`src/rtl/savestate_clock_sequencer.sv`:
```
// Savestate clock sequencer: steers the core clock divider (halt/turbo/begin-reset)
// so save/load sequences stop the core on a deterministic 65.536 kHz tick boundary.
module savestate_clock_sequencer #(
    parameter int          LOAD_ALIGN_TICKS = 4,
    parameter logic [23:0] TIMEOUT_CYCLES   = 24'd1_000_000
) (
    input  logic clk,
    input  logic reset_n,
    input  logic ss_save_req,
    input  logic ss_load_req,
    input  logic ss_abort,
    input  logic cpu_instr_boundary,
    input  logic clk_en_32_768khz,
    input  logic clk_en_65_536khz,
    input  logic ss_data_done,
    output logic ss_halt,
    output logic ss_turbo,
    output logic ss_begin_reset,
    output logic ss_ready,
    output logic ss_busy,
    output logic ss_done,
    output logic ss_error
);

    typedef enum logic [2:0] {
        IDLE,
        SAVE_RUN,
        LOAD_RESET,
        LOAD_RUN,
        HALTED,
        RELEASE
    } state_t;

    localparam logic [3:0]  ALIGN   = 4'(LOAD_ALIGN_TICKS);
    localparam logic [23:0] TO_LAST = TIMEOUT_CYCLES - 24'd1;

    state_t      state, nxt;
    logic        err_nxt;
    logic [23:0] cyc_cnt;
    logic [3:0]  tick_cnt;
    logic [3:0]  tick_inc;
    logic        timeout;

    assign tick_inc = (tick_cnt == 4'hF) ? tick_cnt : tick_cnt + 4'd1;
    assign timeout  = (cyc_cnt == TO_LAST);

    always_comb begin
        nxt     = state;
        err_nxt = 1'b0;
        if (state != IDLE && ss_abort) begin
            nxt = IDLE;
        end else begin
            case (state)
                IDLE: begin
                    // Save wins a simultaneous request; the load is dropped.
                    if (ss_save_req)      nxt = SAVE_RUN;
                    else if (ss_load_req) nxt = LOAD_RESET;
                end
                SAVE_RUN: begin
                    if (clk_en_65_536khz && cpu_instr_boundary) begin
                        nxt = HALTED;
                    end else if (timeout) begin
                        nxt     = IDLE;
                        err_nxt = 1'b1;
                    end
                end
                LOAD_RESET: nxt = LOAD_RUN;
                LOAD_RUN: begin
                    // The first tick after the divider reload must land on a full 32 kHz tick.
                    if (clk_en_65_536khz && tick_cnt == 4'd0 && !clk_en_32_768khz) begin
                        nxt     = IDLE;
                        err_nxt = 1'b1;
                    end else if (clk_en_65_536khz && tick_inc == ALIGN) begin
                        nxt = HALTED;
                    end else if (timeout) begin
                        nxt     = IDLE;
                        err_nxt = 1'b1;
                    end
                end
                HALTED: begin
                    if (ss_data_done) nxt = RELEASE;
                end
                RELEASE: nxt = IDLE;
                default: nxt = IDLE;
            endcase
        end
    end

    always_ff @(posedge clk or negedge reset_n) begin
        if (!reset_n) begin
            state          <= IDLE;
            cyc_cnt        <= '0;
            tick_cnt       <= '0;
            ss_halt        <= 1'b0;
            ss_turbo       <= 1'b0;
            ss_begin_reset <= 1'b0;
            ss_ready       <= 1'b0;
            ss_busy        <= 1'b0;
            ss_done        <= 1'b0;
            ss_error       <= 1'b0;
        end else begin
            state <= nxt;
            if (state != SAVE_RUN && state != LOAD_RUN) cyc_cnt <= '0;
            else                                        cyc_cnt <= cyc_cnt + 24'd1;
            if (state == LOAD_RESET)                            tick_cnt <= '0;
            else if (state == LOAD_RUN && clk_en_65_536khz)     tick_cnt <= tick_inc;
            // Turbo stays high through HALTED so the divider never sees a fresh rising edge.
            ss_halt        <= (nxt == HALTED);
            ss_turbo       <= (nxt == SAVE_RUN) || (nxt == LOAD_RESET) ||
                              (nxt == LOAD_RUN) || (nxt == HALTED);
            ss_begin_reset <= (nxt == LOAD_RESET);
            ss_ready       <= (nxt == HALTED);
            ss_busy        <= (nxt != IDLE) && (nxt != RELEASE);
            ss_done        <= (nxt == RELEASE);
            ss_error       <= err_nxt;
        end
    end

endmodule

```
`config.mk`:
```
export PLATFORM = sky130hd
export DESIGN_NAME = savestate_clock_sequencer
export DESIGN_NICKNAME = d
export VERILOG_FILES = /design/src/rtl/savestate_clock_sequencer.sv
export SDC_FILE = /design/constraint.sdc
export NUM_CORES = 1
export LEC_CHECK = 0
export ABC_AREA = 1
export BUFFER_PORTS_ARGS = -buffer_cell sky130_fd_sc_hd__clkbuf_2
export CORE_MARGIN = 2
export CORE_UTILIZATION = 50
export CTS_CLUSTER_DIAMETER = 150
export DETAILED_ROUTE_END_ITERATION = 6
export GPL_TIMING_DRIVEN = 0
export PLACE_DENSITY = 0.68
export REMOVE_ABC_BUFFERS = 1
export SYNTH_ARGS = -nofsm -noshare
export SYNTH_HDL_FRONTEND = slang
export SYNTH_SLANG_ARGS = --single-unit
```
`constraint.sdc`:
```
create_clock -name clk -period 2 [get_ports clk]
set_clock_uncertainty 0.1 [all_clocks]
set_input_delay 0.2 -clock clk [delete_from_list [all_inputs] [get_ports clk]]
set_output_delay 0.2 -clock clk [all_outputs]
set_load 0.01 [all_outputs]
```
---- After elaboration in Yosys (flattened, before gate mapping) ----
Cells that the tools add are included.
cells by class
  $add $sub $neg .......................... 2
  multipliers ............................. 0
  divide/modulo/power cells ............... 0
  magnitude comparators ................... 0
  equality and inequality tests ........... 15
  shift-type cells ........................ 0
  muxes and demuxes ....................... 19
  bitwise operators ....................... 0
  reduce and logical (&&, ||, !) cells .... 17
operators with widths
  kind                                                                      number
  24-bit by 1-bit adder with 24-bit output (second input constant)          1
  24-bit by 20-bit == test with 1-bit output (second input constant)        1
  24-bit two-way mux                                                        1
  3-bit two-way mux                                                         8
  3-bit one-hot mux with 5 select lines                                     1
  3-bit by 2-bit == test with 1-bit output (second input constant)          4
  4-bit two-way mux                                                         3
  3-bit == test (second input constant)                                     3
  1-bit logical AND                                                         8
  3-bit by 1-bit == test with 1-bit output (second input constant)          2
  3-bit nonzero test                                                        2
  1-bit two-way mux                                                         5
  4-bit by 1-bit adder with 4-bit output (second input constant)            1
  4-bit by 3-bit == test with 1-bit output (second input constant)          1
  4-bit == test (second input constant)                                     1
  4-bit zero test                                                           1
  3-bit zero test                                                           1
  1-bit logical OR                                                          3
  3-bit by 1-bit inequality test with 1-bit output (second input constant)  1
  3-bit by 2-bit inequality test with 1-bit output (second input constant)  1
  3-bit inequality test (second input constant)                             1
  1-bit one-hot mux with 2 select lines                                     1
  2-bit nonzero test                                                        1
  1-bit zero test                                                           1
storage, ports and cells
  flip-flop bits (word level) ............. 37
  latch bits .............................. 0
  bits in writable memories ............... 0
  memory bits (read-only) ................. 0
  bits of input ports ..................... 9
  word-level logic and storage cells ...... 62
  memories ................................ 0

---- Longest topological paths before layout ----
Gate-level depths: netlist (run 1).
  depth after elaboration ................. 12
  depth in mapped cells ................... 15

---- Worst setup path before layout (run 1) ----
OpenSTA, ideal clock, no wires.
  kind .................................... register to register
  start ................................... register tick_cnt[1]
  end ..................................... register ss_busy
  arrival time ............................ 1496 ps
  required time ........................... 1780 ps
  path slack .............................. 284 ps
  cell stages (with the launch flop) ...... 13
  buffers on the path ..................... 0
  clock period less this slack ............ 1716 ps
  path through ............................ dfrtp_1 -> ha_1 -> nand3_1 -> nand2_1 -> nand2_1 -> nor2_2 -> nand2_1 -> nand2_1 -> nand2_1 -> a21boi_1 -> nand3_1 -> nand2_1 -> nand2_1
on the way
  cells in the longest elaborated chain, start to end .. 10
  elaborated cells between the ends (all ways) .. 15
  those cells by class .................... add/sub (1); eq/ne (3); mux (5); reduce/logical (6)
ends and longest elaborated chain
  item                                                                            RTL line  text
  from (decl)                                                                     40        logic [3:0] tick_cnt;
  from (signal assigned)                                                          106       else if (state == LOAD_RUN && clk_en_65_536khz) tick_cnt <= tick_inc;
  4-bit by 1-bit adder with 4-bit output / 4-bit == test (equally long branches)  44        assign tick_inc = (tick_cnt == 4'hF) ? tick_cnt : tick_cnt + 4'd1;
  4-bit two-way mux                                                               44
  4-bit by 3-bit == test with 1-bit output                                        73        end else if (clk_en_65_536khz && tick_inc == ALIGN) begin
  1-bit logical AND                                                               73
  3-bit two-way mux                                                               73
  3-bit two-way mux (*)                                                           70        if (clk_en_65_536khz && tick_cnt == 4'd0 && !clk_en_32_768khz) begin
  3-bit one-hot mux with 5 select lines (*)                                       53        case (state)
  3-bit two-way mux (*)                                                           50        if (state != IDLE && ss_abort) begin
  3-bit inequality test / 3-bit nonzero test (equally long branches)              113       ss_busy <= (nxt != IDLE) && (nxt != RELEASE);
  1-bit logical AND (*)                                                           113
  to (signal assigned)                                                            113
  to (decl)                                                                       20        output logic ss_busy,
Every way passes the cells marked *; elsewhere a longest branch is shown, timed or not.
A chain may end at the register's enable or synchronous reset.

---- Final worst setup path (run 1) ----
  start ................................... register tick_cnt[1]
  end ..................................... register ss_turbo
on the way
  cells in the longest elaborated chain, start to end .. 12
  elaborated cells between the ends (all ways) .. 19
  those cells by class .................... add/sub (1); eq/ne (6); mux (5); reduce/logical (7)
ends and longest elaborated chain
  item                                                                                                         RTL line  text
  4-bit by 1-bit adder with 4-bit output / 4-bit == test (equally long branches)                               44
  4-bit two-way mux                                                                                            44
  4-bit by 3-bit == test with 1-bit output                                                                     73
  1-bit logical AND                                                                                            73
  3-bit two-way mux                                                                                            73
  3-bit two-way mux (*)                                                                                        70
  3-bit one-hot mux with 5 select lines (*)                                                                    53
  3-bit two-way mux (*)                                                                                        50
  3-bit by 1-bit == test with 1-bit output / 3-bit by 2-bit == test with 1-bit output (equally long branches)  109       ss_turbo <= (nxt == SAVE_RUN) || (nxt == LOAD_RESET) ||
  1-bit logical OR (2 in a row)                                                                                109
  1-bit logical OR (*)                                                                                         110       (nxt == LOAD_RUN) || (nxt == HALTED);
  to (signal assigned)                                                                                         109
  to (decl)                                                                                                    17        output logic ss_turbo,
Marked as above.

==> impl_metrics.ini, run 1 <==
[grt]
grt-ovfl-total = 0
grt_use_total = 0.1969
grt_pass1_vias = 1820
antenna_found_initial = 0
grt_max_degree = 38
grt_pass1_wl_um = 7728

[floorplan]
die_w_um = 69.72
fp.coreArea_um2 = 4086
io_pins = 16
die_area_um2 = 4861
die_y_um = 69.72
initial_utilization = 0.5285
num_rows = 23

[layout]
area_growth_pct = 15.06
diodes = 0
drive_gt1_frac = 0.2150
fill_cells = 399
register_area_um2 = 928.4
layout_common_cells = nand2_1 (55), inv_1 (35), nor2_1 (35), dfrtp_1 (35), nand3_1 (19)
stdcell_area_um2 = 2485
final_common_cell = nand2_1
nets = 318
multi_input_area_um2 = 1109
fin_cells = 357

[critical_path]
crit_type = flop to flop
critPathLaunchType = flop
reg2reg_to = ss_turbo
reg2reg_from = tick_cnt[1]
path_max_fanout = 5
r2r_slack_ns = 0.14
slowest_stage = dfrtp_2
crit_arrival_ns = 1.94
required_ns = 2.08
rr_worst_depth = 11
crit_chain = inv_1 > ha_1 > nand3_1 > nor3_1 > nor2_1 > nand2_2 > nand2_2 > a21boi_2 > nand3_1 > nand2_1 > nand2_1
setup.worst_path.end_class = flop
slowest_delay_ns = 0.45

[clock_network]
worstSkewPairLatency_ns = 0.29
cts-buffers-inserted = 5
clk_path_buf_depth = 2
ctsHtreeMaxLevel = 2
clockRootBuffer = clkbuf_8
numClockSinks = 37
clk_pin_slew_ns = 0.08
cts_tree = built

[logic_synthesis]
synth_area_per_cell_um2 = 7.631
async_flop_share = 1.000
yosysTopAreaCellShare = 0.4287
yosysTopAreaCell = dfrtp_1
syn_area_um2 = 2160
synth_enable_flop_cells = 0
synth_seq_cells = 37
yosysUniqueCellTypes = 33
yosys_warnings = 0
synth.area.top_cells = dfrtp_1 (43%), nand2_1 (10%), inv_1 (6.3%), nor2_1 (6.3%), nand3_1 (4.6%)
yosys_most_used_dff = dfrtp_1
yosysSeqAreaShare = 0.4287
netlist_instances = 283

[timing]
drv_slew = 0
fin_crit_sh = 0.9311
timing.final.ws_setup_ns = 0.1377
finalHoldViolCount = 0
fin_crit_ns = 1.862
setup_viol = 0
clock.fmax_mhz = 537.0
fin_setup_tns_ns = 0
slew_headroom = 0.4062
tightestPinTransition_ns = 0.8907

[drt]
routed_wl_um = 4241
dr.pass1.iters = 4
wl_per_cell_um = 11.88
vias = 1851
drtIter0Drc = 97
ant_nets = 0
drc = 0
vias_per_cell = 5.185

[job]
max-cap-violations = 0

[power]
power.density_nw_per_um2 = 933.6
ir_worst_vdd_v = 0.0004819
seqPwrFrac = 0.395
combPwrFrac = 0.312
swShare = 0.3527
leakagePower_nw = 1.222
p_int_mw = 1.502
p_switching_uw = 818.2
clkPwrFrac = 0.293

[hold_path]
min_path_type = input port to flop
hold_path_depth = 3
min_to = ss_begin_reset
min-delay-start = ss_load_req

[placement]
numPortBuffers = 15
placedCellCount = 345
routabilityCongestion = 0.8195
place_hpwl_um = 3161
dp_slack_ns = -0.4515
dpl_cell_area_um2 = 2275

[run_status]
status = finished clean
-- worst max-delay path: cells and delay by family, from the launching register on --
family / cells / cell delay [ns]
flops: 1 / 0.45
simple gates: 8 / 0.85
fa+ha+maj: 1 / 0.14
buf+inv: 1 / 0.09
compound gates: 1 / 0.13
-- timing repair --
action / CTS / global route
setup endpoints to repair: 10 / 12
hold buffers: 2 / 0
buffers inserted: 0 / 2
gates resized for setup: 2 / 15
endpoints found under the hold margin: 38 / 0
pin swaps: 0 / 5
-- power by group through the flow --
stage                     clock network, mW  logic (mW)  registers (mW)
after floorplan                           0       0.463           0.929
after global placement                    0       0.652           0.921
after detailed placement                  0       0.664           0.920
after CTS                             0.700       0.671           0.908
after global routing                  0.735       0.841           0.930
final                                 0.679       0.725           0.916
-- cells by family after synthesis --
logic type                 after synthesis  share of synthesized area
buffers and inverters                   44                    0.08169
adders and majority gates                3                    0.01738
xor gates and xnor gates                 2                   0.008113
and+or+nand+nor                        155                     0.3505
DFF                                     37                     0.4287
AOI/OAI and AO/OA                       42                     0.1136
-- cell usage after synthesis (2+ instances only) --
cell and count:
o21ai_0 12, a31oi_1 4, a21oi_2 2, o21ai_1 2, nand3_1 20, inv_1 36
nand2_1 60, nor2_2 5, buf_4 3, o21a_1 3, inv_2 4, xor2_1 2
nand3_2 3, nor2_1 36, nor2_4 2, ha_1 3, nor3_1 10, dfrtp_1 37
a21oi_1 14, nand4_1 5, nor3_4 3, nand2_2 6
-- metrics by stage --
stage	hold WS, ns	power (mW)	util
6_report	0.06883	2.320	0.6081
5_1_grt	0.07963	2.507	0.6081
4_1_cts	0.06239	2.279	0.5919
3_5_place_dp	0.2788	1.584	0.5566
3_3_place_gp	0.2747	1.573	0.5566
2_1_floorplan	-0.1956	1.393	-
-- worst max path at each step --
stage | start | endpoint | depth (start not counted)
final | tick_cnt[1] | ss_turbo | 11
after global routing | tick_cnt[0] | ss_busy | 13
after CTS | tick_cnt[1] | ss_turbo | 12
after detailed placement | state[0] | cyc_cnt[9] | 5
after global placement | state[0] | cyc_cnt[9] | 5
after floorplan | state[0] | cyc_cnt[9] | 5
-- flip-flops by register name, summed over array words and instances (netlist names) --
signal          flops
state               3
ss_ready            1
tick_cnt            4
ss_error            1
ss_begin_reset      1
cyc_cnt            24
ss_busy             1
ss_done             1
ss_turbo            1
-- routing by layer --
layer | vias up | share of wire | GRT usage
li1 | 964 | - | -
met2 | 26 | 0.47 | 0.3130
met5 | - | 0 | 0
met3 | 4 | 0.031 | 0.04797
met4 | 0 | 0.0090 | 0.06410
met1 | 857 | 0.49 | 0.2650
-- cell type report --
cell class	instances	share of cell area
Multi-Input combinational cell	202	0.4461
Sequential cell	37	0.3736
Inverter	41	0.06244
Timing Repair Buffer	19	0.04431
Clock buffer	6	0.03323
Tap cell	50	0.02518
Clock inverter	2	0.01511
Note: power is estimated with default switching activity, not from simulation.
==> run 2, diff against run 1 <==
- CTS_CLUSTER_DIAMETER: 150 -> default
- GPL_ROUTABILITY_DRIVEN: default -> 0
- REMOVE_ABC_BUFFERS: 1 -> default
==> impl_metrics.ini, run 2 (same netlist as run 1, synthesis figures left out) <==
[drt]
vias = 1855
ant_nets = 0
routed_wl_um = 4165
wl_per_cell_um = 11.60
drc = 0
dr.pass1.iters = 4
vias_per_cell = 5.167
drtIter0Drc = 78

[power]
ir_worst_vdd_v = 0.0003840
leakagePower_nw = 1.225
power.density_nw_per_um2 = 883.0

[floorplan]
num_rows = 23
io_pins = 16
initial_utilization = 0.5285
die_y_um = 69.72
die_w_um = 69.72
die_area_um2 = 4861
fp.coreArea_um2 = 4086

[timing]
setup_viol = 0
slew_headroom = 0.4049
fin_crit_sh = 0.9300
grt_setup_unrepaired = yes
clock.fmax_mhz = 537.6
fin_crit_ns = 1.860
tightestPinTransition_ns = 0.8927
finalHoldViolCount = 0
whs_ns = 0.07029
drv_slew = 0

[hold_path]
min_path_type = input port to flop

[layout]
layout_common_cells = nand2_1 (55), nor2_1 (36), inv_1 (35), dfrtp_1 (35), nand3_1 (19)
diodes = 0
reg.largest.list = cyc_cnt (24), tick_cnt (4), state (3)
fin_cells = 359
nets = 321
final_common_cell = nand2_1
fill_cells = 394
drive_gt1_frac = 0.2104
area_growth_pct = 13.73
regMostFlops = cyc_cnt
largest_register_ffs = 24

[clock_network]
cts-buffers-inserted = 5
clk_pin_slew_ns = 0.07
clockRootBuffer = clkbuf_8
cts_tree = built
worstSkewPairLatency_ns = 0.28
ctsHtreeMaxLevel = 2
clk_path_buf_depth = 2
numClockSinks = 37

[grt]
grt_pass1_vias = 1704
antenna_found_initial = 0
grt-ovfl-total = 0
gr-usage-met3 = 0.03488
grt_util_met1 = 0.2544
grt.busiest_layer = met2
grt_use_total = 0.1866
groute.layer.met2.usage = 0.2991
grt_max_degree = 38
grt_pass1_wl_um = 7383

[critical_path]
cp_num_buf_inv = 2
required_ns = 2.07
slowest_delay_ns = 0.37
crit_type = flop to flop
critPathLaunchType = flop
setup.worst_path.end_class = flop
crit_chain = ha_1 > nand2_2 > nor2_4 > inv_1 > nor2_1 > nand3_2 > nand2_1 > inv_1 > a21boi_1 > nand3_1 > nand2_2 > nand2_1
path_max_fanout = 4
crit_family = simple AND/OR/NAND/NOR gates
slowest_stage = dfrtp_1
crit_arrival_ns = 1.93

[placement]
place_hpwl_um = 3140
placedCellCount = 348
numPortBuffers = 15

[run_status]
status = finished clean

[job]
max-cap-violations = 0

[logic_synthesis]
synthesis.nets = 295
run 2: changes by cell type in the layout (fill, tap and decap cells not counted):
| cell | before | now |
|---|---|---|
| bufinv_16 | 1 | 0 |
| inv_2 | 5 | 6 |
| a21boi_1 | 0 | 1 |
| a21boi_2 | 1 | 0 |
| nor2_4 | 5 | 3 |
| clkbuf_1 | 0 | 1 |
| clkinvlp_4 | 1 | 0 |
| nor2_2 | 3 | 4 |
| nor2_1 | 35 | 36 |
| clkinv_2 | 1 | 0 |
| buf_4 | 2 | 5 |
run 2: repair_timing:
| item | 4_1_cts | 5_1_grt |
|---|---|---|
| buffers inserted | 0 | 2 |
| endpoints found under the setup margin | 1 | 8 |
| pin swaps | 0 | 2 |
| hold buffers | 2 | 0 |
| hold endpoints to repair | 38 | 0 |
| gates resized for setup | 1 | 12 |
run 2: worst paths after layout:
kind / startpoint / endpoint / slack, ns / cells after the start
setup / recovery: cyc_cnt[0] / ss_busy / 0.14 / 12
hold / removal: ss_load_req / ss_begin_reset / 0.07 / 3
hold reg to reg: cyc_cnt[13] / cyc_cnt[13] / 0.41 / 1
setup reg to reg: cyc_cnt[0] / ss_busy / 0.14 / 12
max in group asynchronous: reset_n / tick_cnt[0] / 0.72 / 2
min in group asynchronous: reset_n / ss_turbo / 0.47 / 2
run 2: metal layers:
layer | vias to the layer above | share of wire
met3 | 5 | 0.034
met1 | 856 | 0.48
met2 | 27 | 0.47
met4 | 0 | 0.011
met5 | - | 0
li1 | 967 | -
run 2: cell type report:
class | instances | area (um^2) | area share
Timing Repair Buffer | 19 | 110.1 | 0.04483
Tap cell | 50 | 62.56 | 0.02547
Buffer | 3 | 22.52 | 0.009170
Sequential cell | 37 | 928.4 | 0.3780
Multi-Input combinational cell | 202 | 1092 | 0.4447
Inverter | 41 | 153.9 | 0.06266
Clock buffer | 7 | 86.33 | 0.03515
run 2: where the power goes:
part / internal (mW) / switching (mW) / total (mW)
combinational: 0.259 / 0.479 / 0.738
sequential: 0.841 / 0.0715 / 0.912
clock: 0.273 / 0.245 / 0.518
total: 1.37 / 0.796 / 2.17
run 2: per-stage QoR:
step           worst slack (ns)  power [mW]    util    TNS, ns  cell area, um^2
2_1_floorplan            0.2844       1.415       -          0             2160
5_1_grt               -0.007381       2.327  0.6010  -0.007381             2456
3_5_place_dp           0.002110       1.621  0.5622          0             2297
4_1_cts                0.003263       2.147  0.5894          0             2409
3_3_place_gp            0.03088       1.604  0.5622          0             2297
6_report                 0.1400       2.169  0.6010          0             2456
run 2: tightest hold or removal path: stages:
cell	delay, ns
clkbuf_2	0.08
inv_1	0.06
a211oi_1	0.08
==> run 3, diff against run 2 <==
- clock period: 2 -> 2.1 ns (I/O delays scaled with it)
==> impl_metrics.ini, run 3 (same netlist as run 1, synthesis figures left out) <==
[run_status]
status = finished clean

[clock_network]
clockRootBuffer = clkbuf_8
clk_path_buf_depth = 2
cts_setup_buffers = 0
worstSkewPairLatency_ns = 0.28
ctsHtreeMaxLevel = 2
numClockSinks = 37
clk_pin_slew_ns = 0.07
cts-buffers-inserted = 5
cts_tree = built

[floorplan]
die_y_um = 69.72
io_pins = 16
num_rows = 23
die_area_um2 = 4861
fp.coreArea_um2 = 4086
die_w_um = 69.72
initial_utilization = 0.5285

[power]
p_switching_uw = 741.8
swShare = 0.3657
p_int_mw = 1.286
seqPwrFrac = 0.429
clkPwrFrac = 0.244
combPwrFrac = 0.327
ir_worst_vdd_v = 0.0003658
leakagePower_nw = 1.207
power_mw = 2.028
power.density_nw_per_um2 = 840.4

[critical_path]
crit_type = flop to flop
required_ns = 2.17
setup.worst_path.end_class = flop
critPathLaunchType = flop
r2r_slack_ns = 0.16
crit_arrival_ns = 2.01
path_max_fanout = 4

[grt]
grt_max_degree = 38
grt_use_total = 0.1863
grt_pass1_wl_um = 7369
grt_pass1_vias = 1703
antenna_found_initial = 0
grt-ovfl-total = 0

[layout]
reg.largest.list = cyc_cnt (24), tick_cnt (4), state (3)
area_growth_pct = 11.76
layout_common_cells = nand2_1 (60), nor2_1 (36), inv_1 (35), dfrtp_1 (35), nand3_1 (20)
nets = 318
drive_gt1_frac = 0.1830
final_common_cell = nand2_1
regMostFlops = cyc_cnt
largest_register_ffs = 24
diodes = 0

[timing]
setup_viol = 0
fin_crit_ns = 1.941
fin_setup_tns_ns = 0
clock.fmax_mhz = 515.1
tightestPinTransition_ns = 0.8882
slew_headroom = 0.4079
grt_setup_unrepaired = no
drv_slew = 0
fin_crit_sh = 0.9244
finalHoldViolCount = 0

[job]
max-cap-violations = 0

[placement]
place_hpwl_um = 3140
numPortBuffers = 15

[drt]
drc = 0
dr.pass1.iters = 4
drtIter0Drc = 88
wl_per_cell_um = 11.70
ant_nets = 0
vias = 1836
routed_wl_um = 4166
vias_per_cell = 5.157

[hold_path]
min_path_type = input port to flop

[logic_synthesis]
synthesis.nets = 295
[run 3: cell types whose count changed in the layout (fill, tap and decap cells not counted)]
| cell | change |
|---|---|
| inv_2 | -1 |
| buf_4 | -2 |
| dlygate4sd3_1 | -1 |
| clkinv_1 | +1 |
| nand2_2 | -5 |
| nand3_1 | +1 |
| nand2_1 | +5 |
| nand3_2 | -1 |
[run 3: final timing paths]
kind,end,start,depth (start not counted)
worst min register to register,cyc_cnt[0],cyc_cnt[0],1
min in group asynchronous,ss_turbo,reset_n,2
worst min-delay path,ss_begin_reset,ss_save_req,2
worst max register to register,ss_busy,cyc_cnt[0],12
worst max-delay path,ss_busy,cyc_cnt[0],12
max in group asynchronous,tick_cnt[0],reset_n,2
[run 3: what timing repair did]
action                                  CTS  global route
hold buffers                              1             0
resized for setup                         0             6
endpoints found under the setup margin    0             4
hold endpoints to repair                 37             0
[run 3: critical path: stages, from the launching register on]
cell and delay [ns]:
dfrtp_1 0.39, ha_1 0.20, nand2_2 0.08, nor2_4 0.14, inv_1 0.07, nor2_1 0.14, nand3_1 0.16, nand2_1 0.09
inv_1 0.05, a21boi_1 0.13, nand3_1 0.11, nand2_1 0.11, nand2_1 0.06
[run 3: power by group through the flow]
stage	Clock (mW)	Combinational [mW]	Sequential [mW]
global placement	0	0.655	0.872
finish	0.494	0.664	0.871
global route	0.538	0.758	0.879
CTS	0.511	0.670	0.863
floorplan	0	0.466	0.881
detailed placement	0	0.667	0.877
[run 3: metal layers]
layer  track usage  part of all wire  vias up
met3       0.03488             0.042        5
li1              -                 -      961
met4       0.06410             0.011        0
met1        0.2535              0.48      835
met2        0.2991              0.46       35
met5             0                 0        -
[run 3: area by class of cell]
type	count	area (um^2)
Tap cell	50	62.56
Buffer	3	22.52
Fill cell	403	1673
Inverter	41	153.9
Timing Repair Buffer	16	85.08
Sequential cell	37	928.4
Multi-Input combinational cell	202	1075
Clock buffer	7	86.33
[run 3: metrics by stage]
stage | instances | cell area (um^2) | utilization | setup WS, ns | hold WS [ns]
floorplan | 283 | 2160 | - | 0.3844 | -0.1856
global placement | 348 | 2297 | 0.5622 | 0.1309 | 0.2808
detailed placement | 348 | 2297 | 0.5622 | 0.1021 | 0.2864
CTS | 356 | 2394 | 0.5857 | 0.08395 | 0.008300
global route | 356 | 2414 | 0.5906 | 0.001235 | 0.01259
finish | 356 | 2414 | 0.5906 | 0.1587 | 0.01266
